## src/rtl/elevator_pkg.sv

```systemverilog
// Shared constants for the elevator scheduler: state encoding, default widths/duty,
// and floor-index to floor-number conversion.
package elevator_pkg;

  localparam int          DEF_FLOOR_W  = 3;
  localparam int          DEF_DUTY_W   = 20;
  localparam logic [19:0] DEF_DUTY_RUN = 20'd600000;

  localparam logic [2:0] ST_IDLE      = 3'd0;
  localparam logic [2:0] ST_MOVE_UP   = 3'd1;
  localparam logic [2:0] ST_MOVE_DOWN = 3'd2;
  localparam logic [2:0] ST_DOOR      = 3'd3;
  localparam logic [2:0] ST_FAULT     = 3'd4;

  // Pending/hall bit i corresponds to floor number i+1.
  function automatic int unsigned idx2floor(input int unsigned idx);
    return idx + 1;
  endfunction

endpackage

```

## src/rtl/elevator_request_bank.sv

```systemverilog
// Pending-call register with set/clear arbitration, plus above/below masks and the
// nearest pending call on each side of the car's current floor index.
module elevator_request_bank
  import elevator_pkg::*;
#(
  parameter int NUM_FLOORS = 4,
  parameter int IDX_W      = 2
) (
  input  logic                  i_clock,
  input  logic                  i_reset_n,
  input  logic [NUM_FLOORS-1:0] i_set,
  input  logic [NUM_FLOORS-1:0] i_clr,
  input  logic [IDX_W-1:0]      i_cur_idx,
  output logic [NUM_FLOORS-1:0] o_pending,
  output logic [NUM_FLOORS-1:0] o_above,
  output logic [NUM_FLOORS-1:0] o_below,
  output logic [IDX_W-1:0]      o_near_above,
  output logic [IDX_W-1:0]      o_near_below
);

  logic [NUM_FLOORS-1:0] r_pending;

  // Clear wins so a call landing on the stop edge is absorbed.
  always_ff @(posedge i_clock or negedge i_reset_n) begin
    if (!i_reset_n) r_pending <= '0;
    else            r_pending <= (r_pending | i_set) & ~i_clr;
  end

  assign o_pending = r_pending;

  always_comb begin
    o_above = '0;
    o_below = '0;
    for (int i = 0; i < NUM_FLOORS; i++) begin
      if (IDX_W'(i) > i_cur_idx) o_above[i] = r_pending[i];
      if (IDX_W'(i) < i_cur_idx) o_below[i] = r_pending[i];
    end
  end

  // Lowest set bit above and highest set bit below; default to the car's own floor.
  always_comb begin
    o_near_above = i_cur_idx;
    o_near_below = i_cur_idx;
    for (int i = NUM_FLOORS-1; i >= 0; i--)
      if (o_above[i]) o_near_above = IDX_W'(i);
    for (int i = 0; i < NUM_FLOORS; i++)
      if (o_below[i]) o_near_below = IDX_W'(i);
  end

endmodule

```

## src/rtl/elevator_scheduler.sv

```systemverilog
// SCAN-style elevator car sequencer: call latching, floor tracking, motor duty/direction,
// door dwell. Optional stall watchdog enabled by defining ELEV_STALL_TIMEOUT_EN.
module elevator_scheduler
  import elevator_pkg::*;
#(
  parameter int                NUM_FLOORS     = 4,
  parameter int                FLOOR_W        = DEF_FLOOR_W,
  parameter int                DUTY_W         = DEF_DUTY_W,
  parameter logic [DUTY_W-1:0] DUTY_RUN       = DUTY_W'(DEF_DUTY_RUN),
  parameter int unsigned       DWELL_CYCLES   = 200000000,
  parameter int unsigned       TIMEOUT_CYCLES = 500000000
) (
  input  logic                  i_clock,
  input  logic                  i_reset_n,
  input  logic [NUM_FLOORS-1:0] i_req_pulse,
  input  logic [NUM_FLOORS-1:0] i_floor_hit,
  output logic [DUTY_W-1:0]     o_motor_duty,
  output logic                  o_motor_dir_up,
  output logic                  o_door_open,
  output logic [FLOOR_W-1:0]    o_current_floor,
  output logic [FLOOR_W-1:0]    o_target_floor,
  output logic [NUM_FLOORS-1:0] o_pending,
  output logic                  o_fault
);

  localparam int          IDX_W   = (NUM_FLOORS > 1) ? $clog2(NUM_FLOORS) : 1;
  localparam int unsigned CNT_MAX = (DWELL_CYCLES > TIMEOUT_CYCLES) ? DWELL_CYCLES : TIMEOUT_CYCLES;
  localparam int          CNT_W   = $clog2(CNT_MAX + 1);
  localparam logic [CNT_W-1:0] DWELL_LAST = CNT_W'(DWELL_CYCLES - 1);

  logic [2:0]            r_state;
  logic [IDX_W-1:0]      r_cur_idx;
  logic [FLOOR_W-1:0]    r_cur_floor;
  logic [FLOOR_W-1:0]    r_target;
  logic [DUTY_W-1:0]     r_duty;
  logic                  r_dir_up;
  logic                  r_door;
  logic [CNT_W-1:0]      r_dwell;

  logic                  w_hit_any;
  logic [IDX_W-1:0]      w_hit_idx;
  logic                  w_moving;
  logic                  w_parked;
  logic                  w_stop;
  logic                  w_req_here;
  logic                  w_go_up;
  logic                  w_any_above;
  logic                  w_any_below;
  logic                  w_stall_expire;
  logic [NUM_FLOORS-1:0] w_here;
  logic [NUM_FLOORS-1:0] w_set;
  logic [NUM_FLOORS-1:0] w_clr;
  logic [NUM_FLOORS-1:0] w_pending;
  logic [NUM_FLOORS-1:0] w_above;
  logic [NUM_FLOORS-1:0] w_below;
  logic [IDX_W-1:0]      w_near_above;
  logic [IDX_W-1:0]      w_near_below;
  logic [FLOOR_W-1:0]    w_above_floor;
  logic [FLOOR_W-1:0]    w_below_floor;
  logic [FLOOR_W-1:0]    w_start_tgt;

  elevator_request_bank #(
    .NUM_FLOORS (NUM_FLOORS),
    .IDX_W      (IDX_W)
  ) u_bank (
    .i_clock      (i_clock),
    .i_reset_n    (i_reset_n),
    .i_set        (w_set),
    .i_clr        (w_clr),
    .i_cur_idx    (r_cur_idx),
    .o_pending    (w_pending),
    .o_above      (w_above),
    .o_below      (w_below),
    .o_near_above (w_near_above),
    .o_near_below (w_near_below)
  );

  // Several hall bits at once: the lowest floor wins.
  always_comb begin
    w_hit_idx = '0;
    for (int i = NUM_FLOORS-1; i >= 0; i--)
      if (i_floor_hit[i]) w_hit_idx = IDX_W'(i);
  end

  assign w_hit_any   = |i_floor_hit;
  assign w_moving    = (r_state == ST_MOVE_UP) || (r_state == ST_MOVE_DOWN);
  assign w_parked    = (r_state == ST_IDLE) || (r_state == ST_DOOR);
  assign w_any_above = |w_above;
  assign w_any_below = |w_below;

  assign w_stop = w_moving && w_hit_any &&
                  (w_pending[w_hit_idx] ||
                   ((r_state == ST_MOVE_UP)   && (w_hit_idx == IDX_W'(NUM_FLOORS-1))) ||
                   ((r_state == ST_MOVE_DOWN) && (w_hit_idx == '0)));

  always_comb begin
    for (int i = 0; i < NUM_FLOORS; i++) begin
      w_here[i] = (r_cur_idx == IDX_W'(i));
      w_clr[i]  = w_stop && (w_hit_idx == IDX_W'(i));
    end
  end

  // A call for the floor the car is parked at just (re)opens the door.
  assign w_req_here = w_parked && |(i_req_pulse & w_here);
  assign w_set      = i_req_pulse & ~(w_parked ? w_here : '0);

  assign w_go_up       = r_dir_up ? (w_any_above || !w_any_below) : (w_any_above && !w_any_below);
  assign w_above_floor = FLOOR_W'(idx2floor(32'(w_near_above)));
  assign w_below_floor = FLOOR_W'(idx2floor(32'(w_near_below)));
  assign w_start_tgt   = w_go_up ? w_above_floor : w_below_floor;

`ifdef ELEV_STALL_TIMEOUT_EN
  localparam logic [CNT_W-1:0] STALL_LAST = CNT_W'(TIMEOUT_CYCLES - 1);
  logic [CNT_W-1:0] r_stall;
  logic             r_fault;

  assign w_stall_expire = w_moving && !w_hit_any && (r_stall == STALL_LAST);

  always_ff @(posedge i_clock or negedge i_reset_n) begin
    if (!i_reset_n)                 r_stall <= '0;
    else if (!w_moving || w_hit_any) r_stall <= '0;
    else if (r_stall != STALL_LAST) r_stall <= r_stall + CNT_W'(1);
  end

  always_ff @(posedge i_clock or negedge i_reset_n) begin
    if (!i_reset_n)          r_fault <= 1'b0;
    else if (w_stall_expire) r_fault <= 1'b1;
  end

  assign o_fault = r_fault;
`else
  assign w_stall_expire = 1'b0;
  assign o_fault        = 1'b0;
`endif

  always_ff @(posedge i_clock or negedge i_reset_n) begin
    if (!i_reset_n) begin
      r_state     <= ST_IDLE;
      r_cur_idx   <= '0;
      r_cur_floor <= FLOOR_W'(1);
      r_target    <= '0;
      r_duty      <= '0;
      r_dir_up    <= 1'b1;
      r_door      <= 1'b0;
      r_dwell     <= '0;
    end else begin
      if (w_hit_any) begin
        r_cur_idx   <= w_hit_idx;
        r_cur_floor <= FLOOR_W'(idx2floor(32'(w_hit_idx)));
      end
      case (r_state)
        ST_IDLE: begin
          if (w_req_here) begin
            r_state <= ST_DOOR;
            r_door  <= 1'b1;
            r_dwell <= '0;
          end else if (|w_pending) begin
            r_state  <= w_go_up ? ST_MOVE_UP : ST_MOVE_DOWN;
            r_dir_up <= w_go_up;
            r_duty   <= DUTY_RUN;
            r_target <= w_start_tgt;
          end
        end
        ST_MOVE_UP, ST_MOVE_DOWN: begin
          if (w_stop) begin
            r_state  <= ST_DOOR;
            r_duty   <= '0;
            r_door   <= 1'b1;
            r_dwell  <= '0;
            r_target <= '0;
          end else if (w_stall_expire) begin
            r_state  <= ST_FAULT;
            r_duty   <= '0;
            r_target <= '0;
          end else if (r_state == ST_MOVE_UP) begin
            if (w_any_above) r_target <= w_above_floor;
          end else begin
            if (w_any_below) r_target <= w_below_floor;
          end
        end
        ST_DOOR: begin
          if (w_req_here) begin
            r_dwell <= '0;
          end else if (r_dwell == DWELL_LAST) begin
            r_door <= 1'b0;
            if (w_any_above || w_any_below) begin
              r_state  <= w_go_up ? ST_MOVE_UP : ST_MOVE_DOWN;
              r_dir_up <= w_go_up;
              r_duty   <= DUTY_RUN;
              r_target <= w_start_tgt;
            end else begin
              r_state <= ST_IDLE;
            end
          end else begin
            r_dwell <= r_dwell + CNT_W'(1);
          end
        end
`ifdef ELEV_STALL_TIMEOUT_EN
        ST_FAULT: r_state <= ST_FAULT;
`endif
        default: r_state <= ST_IDLE;
      endcase
    end
  end

  assign o_motor_duty    = r_duty;
  assign o_motor_dir_up  = r_dir_up;
  assign o_door_open     = r_door;
  assign o_current_floor = r_cur_floor;
  assign o_target_floor  = r_target;
  assign o_pending       = w_pending;

endmodule
```

## config.mk

```make
export PLATFORM = sky130hd
export DESIGN_NAME = elevator_scheduler
export DESIGN_NICKNAME = d
export VERILOG_FILES = /design/src/rtl/elevator_pkg.sv /design/src/rtl/elevator_request_bank.sv /design/src/rtl/elevator_scheduler.sv
export SDC_FILE = /design/constraint.sdc
export NUM_CORES = 1
export LEC_CHECK = 0
export ABC_AREA = 0
export ABC_CLOCK_PERIOD_IN_PS = 3300
export BUFFER_PORTS_ARGS = -buffer_cell sky130_fd_sc_hd__buf_2
export CAP_MARGIN = 20
export CORE_MARGIN = 8
export CORE_UTILIZATION = 50
export CTS_BUF_LIST = sky130_fd_sc_hd__clkbuf_16
export DETAILED_ROUTE_END_ITERATION = 12
export GPL_ROUTABILITY_DRIVEN = 0
export PLACE_DENSITY = 0.71
export SLEW_MARGIN = 25
export SYNTH_ARGS = -nofsm -noshare
export SYNTH_HDL_FRONTEND = slang
export SYNTH_SLANG_ARGS = --single-unit
```

## constraint.sdc

```tcl
create_clock -name i_clock -period 3.3 [get_ports i_clock]
set_input_delay 0.165 -clock i_clock [delete_from_list [all_inputs] [get_ports i_clock]]
set_output_delay 0.165 -clock i_clock [all_outputs]
set_load 0.01 [all_outputs]
```

==> results of run 1 <==
==> worst paths after layout <==
path / from / end / slack, ps
min in group asynchronous: i_reset_n / r_dwell[4] / 430
hold / removal: i_floor_hit[1] / o_current_floor[0] / 100
setup / recovery: r_state[1] / r_dwell[27] / 510
hold reg to reg: o_current_floor[2] / o_current_floor[2] / 490
max in group asynchronous: i_reset_n / o_target_floor[1] / 2470
setup reg to reg: r_state[1] / r_dwell[27] / 510
==> worst register-to-register path, delay by kind of cell, from the launching register on <==
family	cells	cell delay, ps
AOI/OAI and AO/OA	2	630
and+or+nand+nor	4	1160
adders and majority gates	1	410
DFF	1	400
buffers and inverters	1	100
==> kinds of logic (layout without fill, tap and decap cells) <==
| group | count (synthesis) | in the layout | share of synthesized area, % |
|---|---|---|---|
| simple gates | 130 | 130 | 22.2 |
| compound gates | 112 | 112 | 24.4 |
| buf+inv | 53 | 56 | 8.86 |
| flops | 46 | 46 | 36.6 |
| mux | 9 | 9 | 3.26 |
| fa+ha+maj | 8 | 8 | 3.18 |
| xor+xnor | 5 | 5 | 1.39 |
| other cells | 1 | 13 | 0.119 |
==> registers in the layout, indices dropped and copies added (netlist names) <==
register          cells
u_bank.o_pending      4
o_motor_duty          1
o_current_floor       3
o_motor_dir_up        1
o_door_open           1
o_target_floor        3
r_state               2
r_cur_idx             2
r_dwell              29
==> layout make-up <==
type                       count  area [um2]
fill                         586        2790
multi-input combinational    277        1760
sequential                    46        1150
timing repair buffer          34         188
clock buffer                   5         125
tap                           77        96.3
inverter                      14        52.6
clock inverter                 3        43.8
==> through the flow <==
| step | worst slack (ps) | power [mW] | std cells |
|---|---|---|---|
| after floorplan | 870 | 1.74 | 376 |
| after global placement | 666 | 2.01 | 447 |
| after detailed placement | 541 | 2.04 | 447 |
| after CTS | 496 | 2.63 | 456 |
| after global routing | 240 | 2.80 | 456 |
| final | 513 | 2.62 | 456 |
==> synth_stat cells, drive strengths merged (2+ instances only) <==
library cell / number
o22ai: 2
dfstp: 2
inv: 14
o22a: 2
and3: 8
a211o: 2
or3: 2
mux2i: 5
clkbuf: 15
ha: 8
o41ai: 3
o211ai: 6
a21oi: 17
nor2b: 6
o21bai: 4
o311ai: 2
o32a: 2
nor3: 6
and2: 3
a211oi: 2
or4: 8
nand3: 18
mux2: 4
o31a: 2
o21ai: 35
nor2: 29
a21boi: 3
dfrtp: 44
xnor2: 2
nand2: 30
nor4: 2
buf: 24
nand2b: 5
o31ai: 15
nand4: 5
o21a: 3
a32oi: 3
xor2: 3
nor3b: 2
==> power by group through the flow <==
stage	registers [mW]	clock network, mW	logic, mW
global route	0.752	0.614	1.43
floorplan	0.734	0	1.01
CTS	0.735	0.594	1.30
finish	0.738	0.583	1.30
detailed placement	0.746	0	1.29
global placement	0.740	0	1.27
==> layer usage <==
metal,up-vias,GRT usage [%],wire length (um)
met4,0,4.29,75
met3,8,3.15,489
li1,1330,-,-
met5,-,0,0
met2,83,25.8,3410
met1,1328,22.0,3330
==> flow_summary.json, run 1 <==
{
  "async_flop_share_pct": 100,
  "power.density_mw_per_mm2": 766,
  "dieWidth_um": 95.3,
  "postRouteAntennaNets": 0,
  "grt_usage_pct": 16.2,
  "pin_count": 43,
  "post_dp_cell_area_mm2": 0.00324,
  "status": "finished, final reports clean",
  "p_sw_share_pct": 42.5,
  "via_per_inst": 6.03,
  "totalWireLength_mm": 7.31,
  "worstPathCellList": "inv_1 -> ha_1 -> nand2b_1 -> o22a_1 -> o21ai_0 -> and2_1 -> or4_1 -> nand2_1",
  "synth.avg_cell_area_um2": 8.65,
  "h-tree-depth": 2,
  "synth_ff_type": "dfrtp_1",
  "core_area_mm2": 0.00620,
  "hold_viol": 0,
  "portBuffers": 29,
  "switching_power_mw": 1.11,
  "holdCritPathClass": "primary input to register",
  "finalMaxSlewViolations": 0,
  "wl_per_cell_um": 16.0,
  "synth_cell_types": 63,
  "syn_inst": 364,
  "cts_tree": "built",
  "hold_ws_ps": 96.1,
  "ir_drop_uv": 497,
  "grt_pass1_vias": 2459,
  "slowest_delay_ps": 550,
  "grt.overflow.total": 0,
  "finalCritPeriodShare_pct": 84.5,
  "antenna_found_initial": 0,
  "max-cap-violations": 0,
  "path_class": "register to register",
  "diodes": 0,
  "ys_seq_elements": 46,
  "root_buffer": "clkbuf_16",
  "setup_tns_ps": 0,
  "cp.arrival_ps": 3010,
  "post_cts_resize_count": 0,
  "cts.sinks": 46,
  "crit_family": "simple AND/OR/NAND/NOR gates",
  "grt_pass1_wl_mm": 11.9,
  "clkLatencyLatePin_ps": 290,
  "drive_gt1_share_pct": 15.0,
  "static-leakage-power_nw": 1.46,
  "drc": 0,
  "setup_violations": 0,
  "first_iter_violations": 157,
  "rr_worst_depth": 8,
  "die_area_mm2": 0.00909,
  "worst-path-max-fanout": 13,
  "post_cts_buffers": 0,
  "netlist_area_mm2": 0.00315,
  "path_buf_inv": 1,
  "cp.depth": 8,
  "final_util_pct": 55.1,
  "ys_top_cells_by_area": "dfrtp_1 35%, o21ai_0 5.6%, buf_4 4.8%",
  "slew_headroom_pct": 61.0,
  "hpwlAfterDp_mm": 5.27,
  "pwr-share-seq_pct": 28.2,
  "yosysSeqAreaShare_pct": 36.6,
  "cts_hold_buf": 1,
  "yosysTopAreaCellShare_pct": 35.0,
  "layout_common_cells": "44 x dfrtp_1, 35 x o21ai_0, 30 x nand2_1, 29 x nor2_1, 28 x buf_2",
  "grt_max_degree": 47,
  "cts_buffer_depth": 2,
  "cp-start-kind": "register",
  "routed-via-count": 2749,
  "p_comb_share_pct": 49.6,
  "die_h_um": 95.3,
  "cpMaxStageDelayCell": "or4_1",
  "dr.pass1.iters": 5,
  "worstMarginPinSlew_ps": 585,
  "fmax_mhz": 359,
  "p_int_mw": 1.51,
  "grt_setup_unrepaired": "no",
  "cts_made_buffers": 5,
  "ys_warn_count": 0,
  "fin_crit_ps": 2790,
  "final_common_cell": "dfrtp_1",
  "rows": 29,
  "required_ps": 3520,
  "clock_skew_ps": 7.84,
  "fin_area_mm2": 0.00342,
  "nets": 396,
  "path_clk_slew_ps": 70,
  "end_kind": "register",
  "holdPathStages": 2,
  "synth_top_area_cell": "dfrtp_1",
  "areaGrowthSynthToFinish_pct": 8.62,
  "p_clk_share_pct": 22.2,
  "initial_core_util_pct": 50.7,
  "synth-edff-count": 0
}
Power figures use the tool's default switching activity.
==> inputs of run 2 (changes only) <==
Settings changed: ABC_AREA 0 to 1, ABC_CLOCK_PERIOD_IN_PS 3300 to 2900, PLACE_DENSITY 0.71 to 0.7.
Clock period 3.3 ns to 2.9 ns, I/O delays scaled along.
==> flow_summary.json, run 2 <==
{
  "path_class": "register to register",
  "ir_drop_uv": 662,
  "root_buffer": "clkbuf_16",
  "slew_headroom_pct": 65.6,
  "p_sw_share_pct": 49.1,
  "synth_top_area_cell": "dfrtp_1",
  "worstPathCellList": "inv_1 -> ha_1 -> inv_2 -> nor2_1 -> nand2_1 -> nand2_1 -> nand2_2 -> buf_12 -> nand2_1 -> o21ai_1",
  "yosys.area_share.adder_pct": 2.83,
  "ys_top_cells_by_area": "dfrtp_1 31%, nand2_1 20%, nand3_1 7.1%",
  "synthMuxAreaShare_pct": 0,
  "synth_top_family_by_area": "simple AND/OR/NAND/NOR gates",
  "r2r_end": "r_dwell[2]",
  "die_h_um": 100,
  "cp.arrival_ps": 2530,
  "path_buf_inv": 3,
  "initial_core_util_pct": 51.8,
  "setup_violations": 0,
  "diodes": 0,
  "grt.overflow.total": 0,
  "fin_cells": 659,
  "synth.avg_cell_area_um2": 6.53,
  "worstMarginPinSlew_ps": 511,
  "routed-via-count": 3411,
  "synth_compound_area_share_pct": 11.6,
  "crit_top_cell": "nand2_1",
  "via_per_inst": 5.18,
  "fmax_mhz": 423,
  "die_area_mm2": 0.0100,
  "yosys.area_share.xor_xnor_pct": 1.73,
  "crit_family": "simple AND/OR/NAND/NOR gates",
  "cpMaxStageDelayCell": "ha_1",
  "areaGrowthSynthToFinish_pct": 7.92,
  "critPathLaunch": "r_state[0]",
  "netlist_area_mm2": 0.00354,
  "top_register": "r_dwell",
  "pin_count": 43,
  "final_common_cell": "nand2_1",
  "antenna_found_initial": 0,
  "hpwlAfterDp_mm": 6.58,
  "cp.depth": 10,
  "cts.sinks": 46,
  "synth_cell_types": 33,
  "drive_gt1_share_pct": 12.8,
  "status": "finished, final reports clean",
  "h-tree-depth": 2,
  "rows": 30,
  "cts_buffer_depth": 2,
  "grt_pass1_wl_mm": 14.9,
  "post_cts_buffers": 0,
  "p_comb_share_pct": 54.1,
  "grt_pass1_vias": 3281,
  "switching_power_mw": 1.49,
  "ys_seq_elements": 46,
  "hold_viol": 0,
  "grt_max_degree": 59,
  "portBuffers": 29,
  "p_clk_share_pct": 18.4,
  "r2r_setup_slack_ps": 540,
  "power.density_mw_per_mm2": 795,
  "wl_per_cell_um": 13.1,
  "p_int_mw": 1.54,
  "yosys.area_share.simple_pct": 39.7,
  "first_iter_violations": 195,
  "async_flop_share_pct": 100,
  "rr_worst_depth": 10,
  "cts_made_buffers": 5,
  "synth_ff_type": "dfrtp_1",
  "holdCritPathClass": "primary input to register",
  "clock_skew_ps": 5.13,
  "grt_setup_unrepaired": "no",
  "grt_usage_pct": 18.1,
  "syn_inst": 542,
  "ys_warn_count": 0,
  "nets": 580,
  "postRouteAntennaNets": 0,
  "post_cts_resize_count": 0,
  "max-cap-violations": 0,
  "required_ps": 3070,
  "end_kind": "register",
  "cp-start-kind": "register",
  "synth_most_common_cell": "nand2_1",
  "core_area_mm2": 0.00683,
  "synth_common_cells": "186 x nand2_1, 64 x nor2_1, 50 x nand3_1",
  "slowest_delay_ps": 550,
  "yosysSeqAreaShare_pct": 32.6,
  "endpoint": "r_dwell[2]",
  "static-leakage-power_nw": 1.79,
  "reg2reg_from": "r_state[0]",
  "dr.pass1.iters": 5,
  "totalWireLength_mm": 8.61,
  "finalMaxSlewViolations": 0,
  "synth-edff-count": 0,
  "worst-path-max-fanout": 58,
  "yosysTopAreaCellShare_pct": 31.1,
  "path_clk_slew_ps": 60,
  "drc": 0,
  "largest_reg_flops": 29,
  "fin_crit_ps": 2360,
  "layout_common_cells": "186 x nand2_1, 64 x nor2_1, 50 x nand3_1, 44 x dfrtp_1, 40 x inv_1",
  "dp_cells": 650,
  "pwr-share-seq_pct": 27.5,
  "dieWidth_um": 100,
  "clkLatencyLatePin_ps": 290,
  "cts_tree": "built",
  "finalCritPeriodShare_pct": 81.4,
  "setup_tns_ps": 0,
  "num-fill-cells": 674
}
[run 2: cells by family (layout without fill, tap and decap cells)]
family | after synthesis | in the layout
adders and majority gates | 8 | 8
xor gates and xnor gates | 7 | 7
and+or+nand+nor | 333 | 333
other | 1 | 13
AOI/OAI and AO/OA | 67 | 67
buffers and inverters | 80 | 89
DFF | 46 | 46
[run 2: layer usage]
layer	part of all wire, %	wire, um	global-route usage, %	vias up
li1	-	-	-	1755
met1	44	3820	20.6	1542
met2	49	4250	32.8	94
met3	4.0	341	2.63	20
met4	2.3	197	7.09	0
met5	0	0	0	-
[run 2: layout make-up]
type	count	area, um2	area share (%)
sequential	46	1150	30.2
clock buffer	5	125	3.28
multi-input combinational	428	2020	53.0
clock inverter	3	12.5	0.328
tap	96	120	3.15
inverter	48	180	4.72
timing repair buffer	33	203	5.31
[run 2: per-stage QoR]
| stage | hold slack (ps) | setup WS [ps] | cell area [um2] | power (mW) | util, % |
|---|---|---|---|---|---|
| 2_1_floorplan | -151 | 991 | 3580 | 2.20 | - |
| 3_3_place_gp | 385 | 637 | 3650 | 2.46 | 53.4 |
| 3_5_place_dp | 141 | 554 | 3670 | 2.49 | 53.7 |
| 4_1_cts | 178 | 546 | 3820 | 3.06 | 55.9 |
| 5_1_grt | 199 | 296 | 3820 | 3.30 | 55.9 |
| 6_report | 186 | 538 | 3820 | 3.04 | 55.9 |
[run 2: worst min-delay path by stage]
stage	end	cells past startpoint	from
after floorplan	o_current_floor[1]	0	i_reset_n
after global placement	r_dwell[3]	1	i_reset_n
after detailed placement	r_dwell[3]	1	i_reset_n
after CTS	o_current_floor[1]	3	i_floor_hit[1]
after global routing	o_current_floor[1]	3	i_floor_hit[1]
final	o_current_floor[1]	3	i_floor_hit[1]
[run 2: worst reg2reg max path, stage by stage (launching register included)]
cell and delay [ps]:
dfrtp_1 400, inv_1 100, ha_1 550, inv_2 180, nor2_1 180, nand2_1 200
nand2_1 200, nand2_2 90, buf_12 200, nand2_1 90, o21ai_1 60
[run 2: what timing repair did]
| action | 4_1_cts | 5_1_grt |
|---|---|---|
| hold endpoints to repair | 20 | 0 |
| setup endpoints to repair | 0 | 0 |
| hold buffers | 1 | 0 |
[run 2: power by group through the flow]
stage	sequential [mW]	clock (mW)	combinational [mW]
after global placement	0.841	0	1.62
final	0.835	0.559	1.64
after CTS	0.835	0.567	1.66
after detailed placement	0.845	0	1.64
after floorplan	0.859	0	1.34
after global routing	0.850	0.592	1.86
==> inputs of run 3 (changes only) <==
Settings changed: ABC_AREA 1 to 0, ABC_CLOCK_PERIOD_IN_PS 2900 to 2320, PLACE_DENSITY 0.7 to 0.71.
Clock period 2.9 ns to 2.32 ns, I/O delays scaled along.
==> flow_summary.json, run 3 (synthesized netlist as in run 1, its figures left out) <==
{
  "reg2reg_from": "r_dwell[28]",
  "worstMarginPinSlew_ps": 541,
  "grt_usage_pct": 17.9,
  "path_class": "register to register",
  "cp.depth": 6,
  "portBuffers": 29,
  "layout_common_cells": "47 x buf_4, 43 x dfrtp_1, 34 x o21ai_0, 29 x nand2_1, 29 x buf_2",
  "via_per_inst": 5.75,
  "finalMaxSlewViolations": 0,
  "rows": 29,
  "fin_cells": 499,
  "grt.overflow.total": 0,
  "dr.pass1.iters": 4,
  "holdCritPathClass": "primary input to register",
  "cpMaxStageDelayCell": "or4_4",
  "rr_worst_depth": 6,
  "drc": 0,
  "slew_headroom_pct": 63.5,
  "worst-path-max-fanout": 3,
  "max-cap-violations": 0,
  "path_buf_inv": 0,
  "r2r_end": "o_target_floor[0]",
  "cts_buffer_depth": 2,
  "root_buffer": "clkbuf_16",
  "grt_pass1_wl_mm": 13.2,
  "busiest_layer": "met2",
  "required_ps": 2490,
  "clkLatencyLatePin_ps": 290,
  "initial_core_util_pct": 50.7,
  "dp_cells": 488,
  "antenna_found_initial": 0,
  "areaGrowthSynthToFinish_pct": 19.6,
  "totalWireLength_mm": 7.83,
  "first_iter_violations": 136,
  "cts_tree": "built",
  "end_kind": "register",
  "dp_slack_ps": 2.34,
  "fmax_mhz": 428,
  "nets": 439,
  "cts_made_buffers": 5,
  "dieWidth_um": 95.3,
  "crit_family": "simple AND/OR/NAND/NOR gates",
  "grtUsageMet2_pct": 31.1,
  "worstPathCellList": "or4_4 -> nor4_4 -> nand3_2 -> o31a_1 -> o21ba_4 -> mux2_4",
  "violations": "negative setup slack",
  "die_h_um": 95.3,
  "cp.arrival_ps": 2510,
  "static-leakage-power_nw": 1.67,
  "fin_area_mm2": 0.00376,
  "post_dp_cell_area_mm2": 0.00359,
  "clock_skew_ps": 8.50,
  "final_common_cell": "buf_4",
  "die_area_mm2": 0.00909,
  "cp-start-kind": "register",
  "largest_reg_flops": 29,
  "status": "finished, violations left",
  "hpwlAfterDp_mm": 6.00,
  "hold_ws_ps": 42.2,
  "h-tree-depth": 2,
  "power.density_mw_per_mm2": 1050,
  "path_clk_slew_ps": 70,
  "drive_gt1_share_pct": 25.4,
  "postRouteAntennaNets": 0,
  "diodes": 0,
  "endpoint": "o_target_floor[0]",
  "grt_pass1_vias": 2800,
  "worst_slack_ps": -16.6,
  "grt_use_met1_pct": 21.9,
  "setup_violations": 2,
  "pin_count": 43,
  "ir_drop_uv": 629,
  "setup_tns_ps": -31.6,
  "grt_max_degree": 21,
  "grt_setup_unrepaired": "yes",
  "total_power_mw": 3.97,
  "cts.sinks": 46,
  "top_register": "r_dwell",
  "core_area_mm2": 0.00620,
  "finalCritPeriodShare_pct": 101,
  "use_met3_pct": 2.76,
  "final_util_pct": 60.7,
  "routed-via-count": 2868,
  "wl_per_cell_um": 15.7,
  "r2r_setup_slack_ps": -20,
  "critPathLaunch": "r_dwell[28]",
  "slowest_delay_ps": 550,
  "hold_viol": 0,
  "fin_crit_ps": 2340
}
-- run 3: cell count changes in the layout (fill, tap and decap cells not counted), moves of 22 or more --
cell     before  now
buf_4         1   47
nand3_1      50   17
inv_1        40   13
nor2_1       64   28
o21ai_1      23    1
nand2_1     186   29
-- run 3: worst min-delay path by stage --
stage	startpoint	cells after the start	slack [ps]	end
6_report	i_floor_hit[1]	2	40	o_current_floor[0]
4_1_cts	i_floor_hit[1]	2	40	o_current_floor[0]
3_5_place_dp	i_reset_n	1	100	o_target_floor[0]
3_3_place_gp	i_reset_n	1	100	o_target_floor[0]
5_1_grt	i_floor_hit[1]	2	60	o_current_floor[0]
2_1_floorplan	i_reset_n	0	-180	o_current_floor[1]
-- run 3: where the power goes --
group | switching (mW) | leakage, nW | total [mW] | internal [mW]
registers | 0.125 | 0.596 | 1.04 | 0.916
clock network | 0.303 | 0.0748 | 0.695 | 0.392
logic | 1.26 | 1.00 | 2.23 | 0.974
total | 1.69 | 1.67 | 3.97 | 2.28
-- run 3: layout make-up --
type / instances / area, um2
Clock buffer: 5 / 125
Sequential cell: 46 / 1150
Fill cell: 556 / 2440
Multi-Input combinational cell: 277 / 1810
Timing Repair Buffer: 77 / 508
Clock inverter: 3 / 13.8
Inverter: 14 / 52.6
Tap cell: 77 / 96.3
-- run 3: per-layer routing --
metal  routed length (um)  vias up
li1                     -     1412
met1                 3380     1374
met2                 3910       69
met3                  386       13
met4                  151        0
met5                    0        -
-- run 3: what timing repair did --
item / CTS / global route
endpoints found under the setup margin: 2 / 25
buffers inserted: 1 / 1
endpoints found under the hold margin: 17 / 0
hold buffers: 1 / 0
gates resized for setup: 0 / 4
pin swaps: 1 / 2
